--- src/rtl/led_blink_ctrl.sv ---
// Multi-channel LED driver: per-channel OFF/ON/BLINK/PWM modes,
// runtime-configured through a one-cycle write port.
//
// Ports:
//   CLOCK_50 : system clock, rising edge
//   reset    : synchronous, active-high
//   cfg_we   : config write strobe (one cycle)
//   cfg_ch   : target channel; values >= CHANNELS are ignored
//   cfg_mode : 00 OFF, 01 ON, 10 BLINK, 11 PWM (BREATHE)
//   cfg_half : blink half-period in cycles minus one
//   cfg_duty : PWM duty (starting duty in BREATHE)
//   led      : registered LED drive, bit i = channel i
//
// Build option: define LED_BREATHE_EN to turn mode 11 into
// BREATHE, where duty sweeps up/down by one step per expiry.
module led_blink_ctrl #(
  parameter int CHANNELS    = 4,
  parameter int CH_W        = 2,
  parameter int CNT_W       = 26,
  parameter int DIV_DEFAULT = 5000
) (
  input  logic                CLOCK_50,
  input  logic                reset,
  input  logic                cfg_we,
  input  logic [CH_W-1:0]     cfg_ch,
  input  logic [1:0]          cfg_mode,
  input  logic [CNT_W-1:0]    cfg_half,
  input  logic [7:0]          cfg_duty,
  output logic [CHANNELS-1:0] led
);

  localparam logic [1:0] M_OFF   = 2'b00;
  localparam logic [1:0] M_ON    = 2'b01;
  localparam logic [1:0] M_BLINK = 2'b10;
  localparam logic [1:0] M_PWM   = 2'b11;

  localparam logic [CNT_W-1:0] HALF_RST =
    CNT_W'(DIV_DEFAULT);

  logic [7:0]          pwm_cnt;
  logic [CHANNELS-1:0] wr;
  logic [CHANNELS-1:0] led_d;

  // Channel selects beyond CHANNELS match no bit,
  // so such writes fall through with no effect.
  always_comb begin
    wr = '0;
    for (int i = 0; i < CHANNELS; i++) begin
      wr[i] = cfg_we && (cfg_ch == CH_W'(i));
    end
  end

  always_ff @(posedge CLOCK_50) begin
    if (reset) begin
      pwm_cnt <= 8'd0;
    end else begin
      pwm_cnt <= pwm_cnt + 8'd1;
    end
  end

  for (genvar g = 0; g < CHANNELS; g++) begin : g_ch
    logic [1:0]       mode;
    logic [CNT_W-1:0] half;
    logic [CNT_W-1:0] cnt;
    logic [7:0]       duty;
    logic             ph;
    logic             expire;
    logic             led_c;

    assign expire = (cnt == half);

    always_ff @(posedge CLOCK_50) begin
      if (reset) begin
        mode <= M_OFF;
        half <= HALF_RST;
        cnt  <= '0;
        ph   <= 1'b0;
      end else if (wr[g]) begin
        mode <= cfg_mode;
        half <= cfg_half;
        cnt  <= '0;
        ph   <= 1'b0;
      end else if (expire) begin
        cnt  <= '0;
        ph   <= ~ph;
      end else begin
        cnt  <= cnt + CNT_W'(1);
      end
    end

`ifdef LED_BREATHE_EN
    // dir: 0 = counting up, 1 = counting down.
    // Turn around at the rails so duty never wraps.
    logic       dir;
    logic       go_dn;
    logic [7:0] duty_nxt;

    assign go_dn = dir ? (duty != 8'd0)
                       : (duty == 8'hFF);
    assign duty_nxt = go_dn ? duty - 8'd1
                            : duty + 8'd1;

    always_ff @(posedge CLOCK_50) begin
      if (reset) begin
        duty <= 8'd0;
        dir  <= 1'b0;
      end else if (wr[g]) begin
        duty <= cfg_duty;
        dir  <= 1'b0;
      end else if (expire && mode == M_PWM) begin
        duty <= duty_nxt;
        dir  <= go_dn;
      end
    end
`else
    always_ff @(posedge CLOCK_50) begin
      if (reset) begin
        duty <= 8'd0;
      end else if (wr[g]) begin
        duty <= cfg_duty;
      end
    end
`endif

    always_comb begin
      led_c = 1'b0;
      unique case (mode)
        M_OFF:   led_c = 1'b0;
        M_ON:    led_c = 1'b1;
        M_BLINK: led_c = ph;
        M_PWM:   led_c = (pwm_cnt < duty);
        default: led_c = 1'b0;
      endcase
    end

    assign led_d[g] = led_c;
  end

  always_ff @(posedge CLOCK_50) begin
    if (reset) begin
      led <= '0;
    end else begin
      led <= led_d;
    end
  end

endmodule
--- config.mk ---
export PLATFORM = sky130hd
export DESIGN_NAME = led_blink_ctrl
export DESIGN_NICKNAME = d
export VERILOG_FILES = /design/src/rtl/led_blink_ctrl.sv
export SDC_FILE = /design/constraint.sdc
export NUM_CORES = 1
export LEC_CHECK = 0
export BUFFER_PORTS_ARGS = -buffer_cell sky130_fd_sc_hd__buf_2
export CAP_MARGIN = 10
export CORE_MARGIN = 4
export CORE_UTILIZATION = 45
export DETAILED_ROUTE_END_ITERATION = 10
export SLEW_MARGIN = 10
export SYNTH_ARGS = -nofsm -noshare
export SYNTH_HDL_FRONTEND = slang
export SYNTH_SLANG_ARGS = --single-unit
--- constraint.sdc ---
create_clock -name CLOCK_50 -period 4.2 [get_ports CLOCK_50]
set_input_delay 0.63 -clock CLOCK_50 [delete_from_list [all_inputs] [get_ports CLOCK_50]]
set_output_delay 0.63 -clock CLOCK_50 [all_outputs]
set_load 0.02 [all_outputs]
# After elaboration in Yosys (flattened, before gate mapping)
# Cells that the tools add are included.
# W data, S select, Z words.
# classes
add_sub_neg	5
mul	0
div	0
order_cmp	4
eq_ne	19
n_shift	0
muxes	4
n_bitwise	4
n_reduce_logical	17
# ops
op	n
$add A26 B1 Y26 const B	4
$eq A26 B26 Y1	4
$lt A8 B8 Y1	4
$eq A2 B2 Y1 const B	10
$pmux W1 S4	4
$reduce_or A3 Y1	4
$eq A2 B1 Y1 const B	5
$logic_not A2 Y1	5
$add A8 B1 Y8 const B	1
$reduce_or A2 Y1	4
$logic_and A1 B1 Y1	4
$not A1 Y1	4
# totals
register_bits	264
latchBits	0
ramBits	0
mem_bits_ro	0
memories	0

# Longest topological paths before layout
# logic_depth
depth_word	3
depth_mapped	7
ltp_nobuf	7

# Worst setup path after synthesis
# OpenSTA, ideal clock, no wires.
# synth_path
path_kind	input to register
start	input cfg_ch[0]
end	register g_ch[1].cnt[12]
setup_time_ps	117
t_arrival_ps	1761
required_time_ps	4083
path_slack_ps	2321
stages	7
path_buffers	2
cell_sequence	clkbuf_1 nand2_1 nor2_1 nor2_1 o21ai_2 buf_2 nor2_1
# synth_via
elab_chain_cells	3
# synth_rtl
item	line_no	rtl
start: declaration	25	input logic [CH_W-1:0] cfg_ch,
$eq A2 B1 Y1	49	wr[i] = cfg_we && (cfg_ch == CH_W'(i));
$logic_and A1 B1 Y1	49	
$reduce_or A3 Y1 (no source line)	n/a	
end signal: assignment	87	cnt <= cnt + CNT_W'(1);
end: declaration	64	logic [CNT_W-1:0] cnt;
# Every way passes these cells.
# A chain may end at the register's enable or synchronous reset.

# Final worst setup path
# layout_path
start	register g_ch[2].cnt[12]
end	register g_ch[2].cnt[21]
# layout_via
elab_chain_cells	2
elab_cells_between_ends	3
cone_classes	add/sub (1); eq/ne (1); reduce/logical (1)
# layout_rtl
item	line_no
start: declaration	64
start signal: assignment	87
branches (longest 2 deep; another with $add A26 B1 Y26)	n/a
# Parallel ways; which one is timed is not known.

==> impl_metrics.tcl <==
set metrics [dict create \
    cts_buffer_depth 3 \
    path_depth 5 \
    maxSlewHeadroom 0.271 \
    avgSynthCellArea_um2 8.25 \
    row_count 59 \
    nets 1531 \
    total_leakage_power_nw 5.38 \
    synth_edf_count 0 \
    grt_util_met1 0.301 \
    synth_common_cells "nand2_1, dfxtp_1, xor2_1" \
    final_util 0.511 \
    viasPerCell 5.16 \
    synthesis.nets 1515 \
    met2_usage 0.325 \
    cts.sinks 264 \
    yosysMostFrequentCell "nand2_1" \
    gr-max-usage-layer "met2" \
    status "complete, no violations" \
    place.gp.congestion 0.819 \
    num_vias 9344 \
    crit_type "flip-flop to flip-flop" \
    postSynthCellCount 1441 \
    core_um2 26100 \
    grt-ovfl-total 0 \
    path_clk_slew_ps 60 \
    dp_cells 1761 \
    grt_max_degree 80 \
    drv_slew 0 \
    r2r_cells 5 \
    grt_usage 0.206 \
    yosys-top-cells-area "dfxtp_1, xor2_1, nand2_1, a21oi_1, nor2_1" \
    critPathRequiredTime_ps 4580 \
    root_buffer "clkbuf_16" \
    dieWidth_um 171 \
    final-hold-violation-count 0 \
    dpl_cell_area_um2 12300 \
    cap_violations 0 \
    syn_to_final_growth_pct 11.9 \
    r2r-end "g_ch[2].cnt[21]$_SDFF_PP0_" \
    hold_ws_ps 382 \
    diodes 0 \
    cts_buffers 29 \
    syn_area_um2 11900 \
    max_stage_delay_ps 900 \
    endpoint "g_ch[2].cnt[21]$_SDFF_PP0_" \
    dieArea_um2 29100 \
    fill_cells 2476 \
    antenna_found_initial 0 \
    instances_no_fill 1812 \
    clock_latency_ps 540 \
    setup_tns_ps 0 \
    io_pins 45 \
    cp.arrival_ps 2850 \
    cts-resized-gates 0 \
    worst_pin_slew_ps 1090 \
    yosysSeqAreaShare 0.444 \
    synthFlopType "dfxtp_1" \
    netlist.area_leader.share 0.444 \
    htree_levels 1 \
    whs_path_depth 3 \
    drc_errors 0 \
    r2r_slack_ps 1730 \
    max-vdd-ir-drop_uv 311 \
    period_needed_ps 2470 \
    setup_viol 0 \
    crit_start "g_ch[2].cnt[12]$_SDFF_PP0_" \
    postCtsSetupRepairBufs 0 \
    fmax_mhz 404 \
    synth_top_area_cell "dfxtp_1" \
    portBuffers 44 \
    tritoncts "built" \
    grt_pass1_wl_um 48400 \
    hp-class "input pin to flip-flop" \
    synth_seq_cells 264 \
    rsz0062_at_grt "no" \
    cp_max_fo 26 \
    setup_slack_ps 1730 \
    crit_chain "xor2_1, nor4_1, nand3_1, o21ai_2, nor2_1" \
    drive_above_1_share 0.0792 \
    p_total_mw 5.56 \
    postLayoutCellArea_um2 13300 \
    dr.pass1.iters 5 \
    period_share 0.589 \
    cts_hold_buf 0 \
    start_util 0.456 \
    grt_pass1_vias 8799 \
    critPathTopFamily "compound AO/OA/AOI/OAI gates" \
    async_flop_share 0 \
    ys.warnings.count 0 \
    startpoint_type "flip-flop" \
    wirelength_um 30000 \
    use_met3 0.0273 \
    place_ws_ps 1710 \
    die_h_um 171 \
    synth_cell_types 42 \
    drtIter0Drc 763 \
    worst_path_max_delay_cell "o21ai_2" \
    cp-end-kind "flip-flop" \
    r2r-start "g_ch[2].cnt[12]$_SDFF_PP0_" \
    place_hpwl_um 20400 \
    routedWlPerCell_um 16.5 \
    cp.buffers_inverters 0 \
    power_density_nw_per_um2 417 \
    ant_nets 0 \
    skew_ps 8.74 \
]
flip-flops by register name, indices dropped and copies added (netlist names):
name,flops
g_ch.ph,4
led,4
g_ch.cnt,104
pwm_cnt,8
g_ch.mode,8
g_ch.duty,32
g_ch.half,104
worst register-to-register path: cells and delay by family, from the launching register on:
kind            cells  cell delay [ps]
flops               1              490
xor+xnor            1              110
compound gates      1              900
simple gates        3              810
where the power goes:
part           leakage [nW]  internal, mW  switching [mW]
Clock                 0.487          1.60            1.01
Combinational          2.75         0.116           0.213
Sequential             2.14          2.57          0.0573
Total                  5.38          4.28            1.28
area by class of cell:
type	count	area [µm²]	area share
Clock buffer	44	872	0.0655
Clock inverter	7	110	0.00827
Timing Repair Buffer	51	275	0.0207
Sequential cell	264	5290	0.397
Inverter	35	131	0.00987
Tap cell	335	419	0.0315
Multi-Input combinational cell	1076	6220	0.467
layout by cell type, fill, tap and decap left out, types with 20 or more instances in the layout:
cell type and n:
nor2_1 142, a21oi_1 130, nand2_1 319, nand3b_1 20
xnor2_1 30, ha_1 33, xor2_1 174, dfxtp_1 264
inv_1 35, nor4_1 26, clkbuf_16 29, buf_2 43
nand3_1 53, nand4_1 35
kinds of logic (layout without fill, tap and decap cells):
kind of cell,count (synthesis),in the layout,synth area share
AOI/OAI and AO/OA,164,164,0.0732
xor gates and xnor gates,204,204,0.150
adders and majority gates,33,33,0.0347
buffers and inverters,101,137,0.0336
DFF,264,264,0.444
and+or+nand+nor,675,675,0.264
worst min path at each step:
stage / end / start
6_report: g_ch[3].half[8]$_SDFFE_PP1P_ / cfg_half[8]
5_1_grt: g_ch[1].duty[0]$_SDFFE_PP0P_ / cfg_duty[0]
4_1_cts: g_ch[0].duty[0]$_SDFFE_PP0P_ / cfg_duty[0]
3_5_place_dp: g_ch[0].duty[5]$_SDFFE_PP0P_ / g_ch[0].duty[5]$_SDFFE_PP0P_
3_3_place_gp: g_ch[3].duty[5]$_SDFFE_PP0P_ / g_ch[3].duty[5]$_SDFFE_PP0P_
2_1_floorplan: g_ch[0].duty[1]$_SDFFE_PP0P_ / g_ch[0].duty[1]$_SDFFE_PP0P_
metal layers:
metal	wire length, µm	vias to the layer above
met1	15100	4354
met5	0	-
met3	1040	45
li1	-	4802
met2	13300	143
met4	597	0
Note: power is estimated with default switching activity, not from simulation.
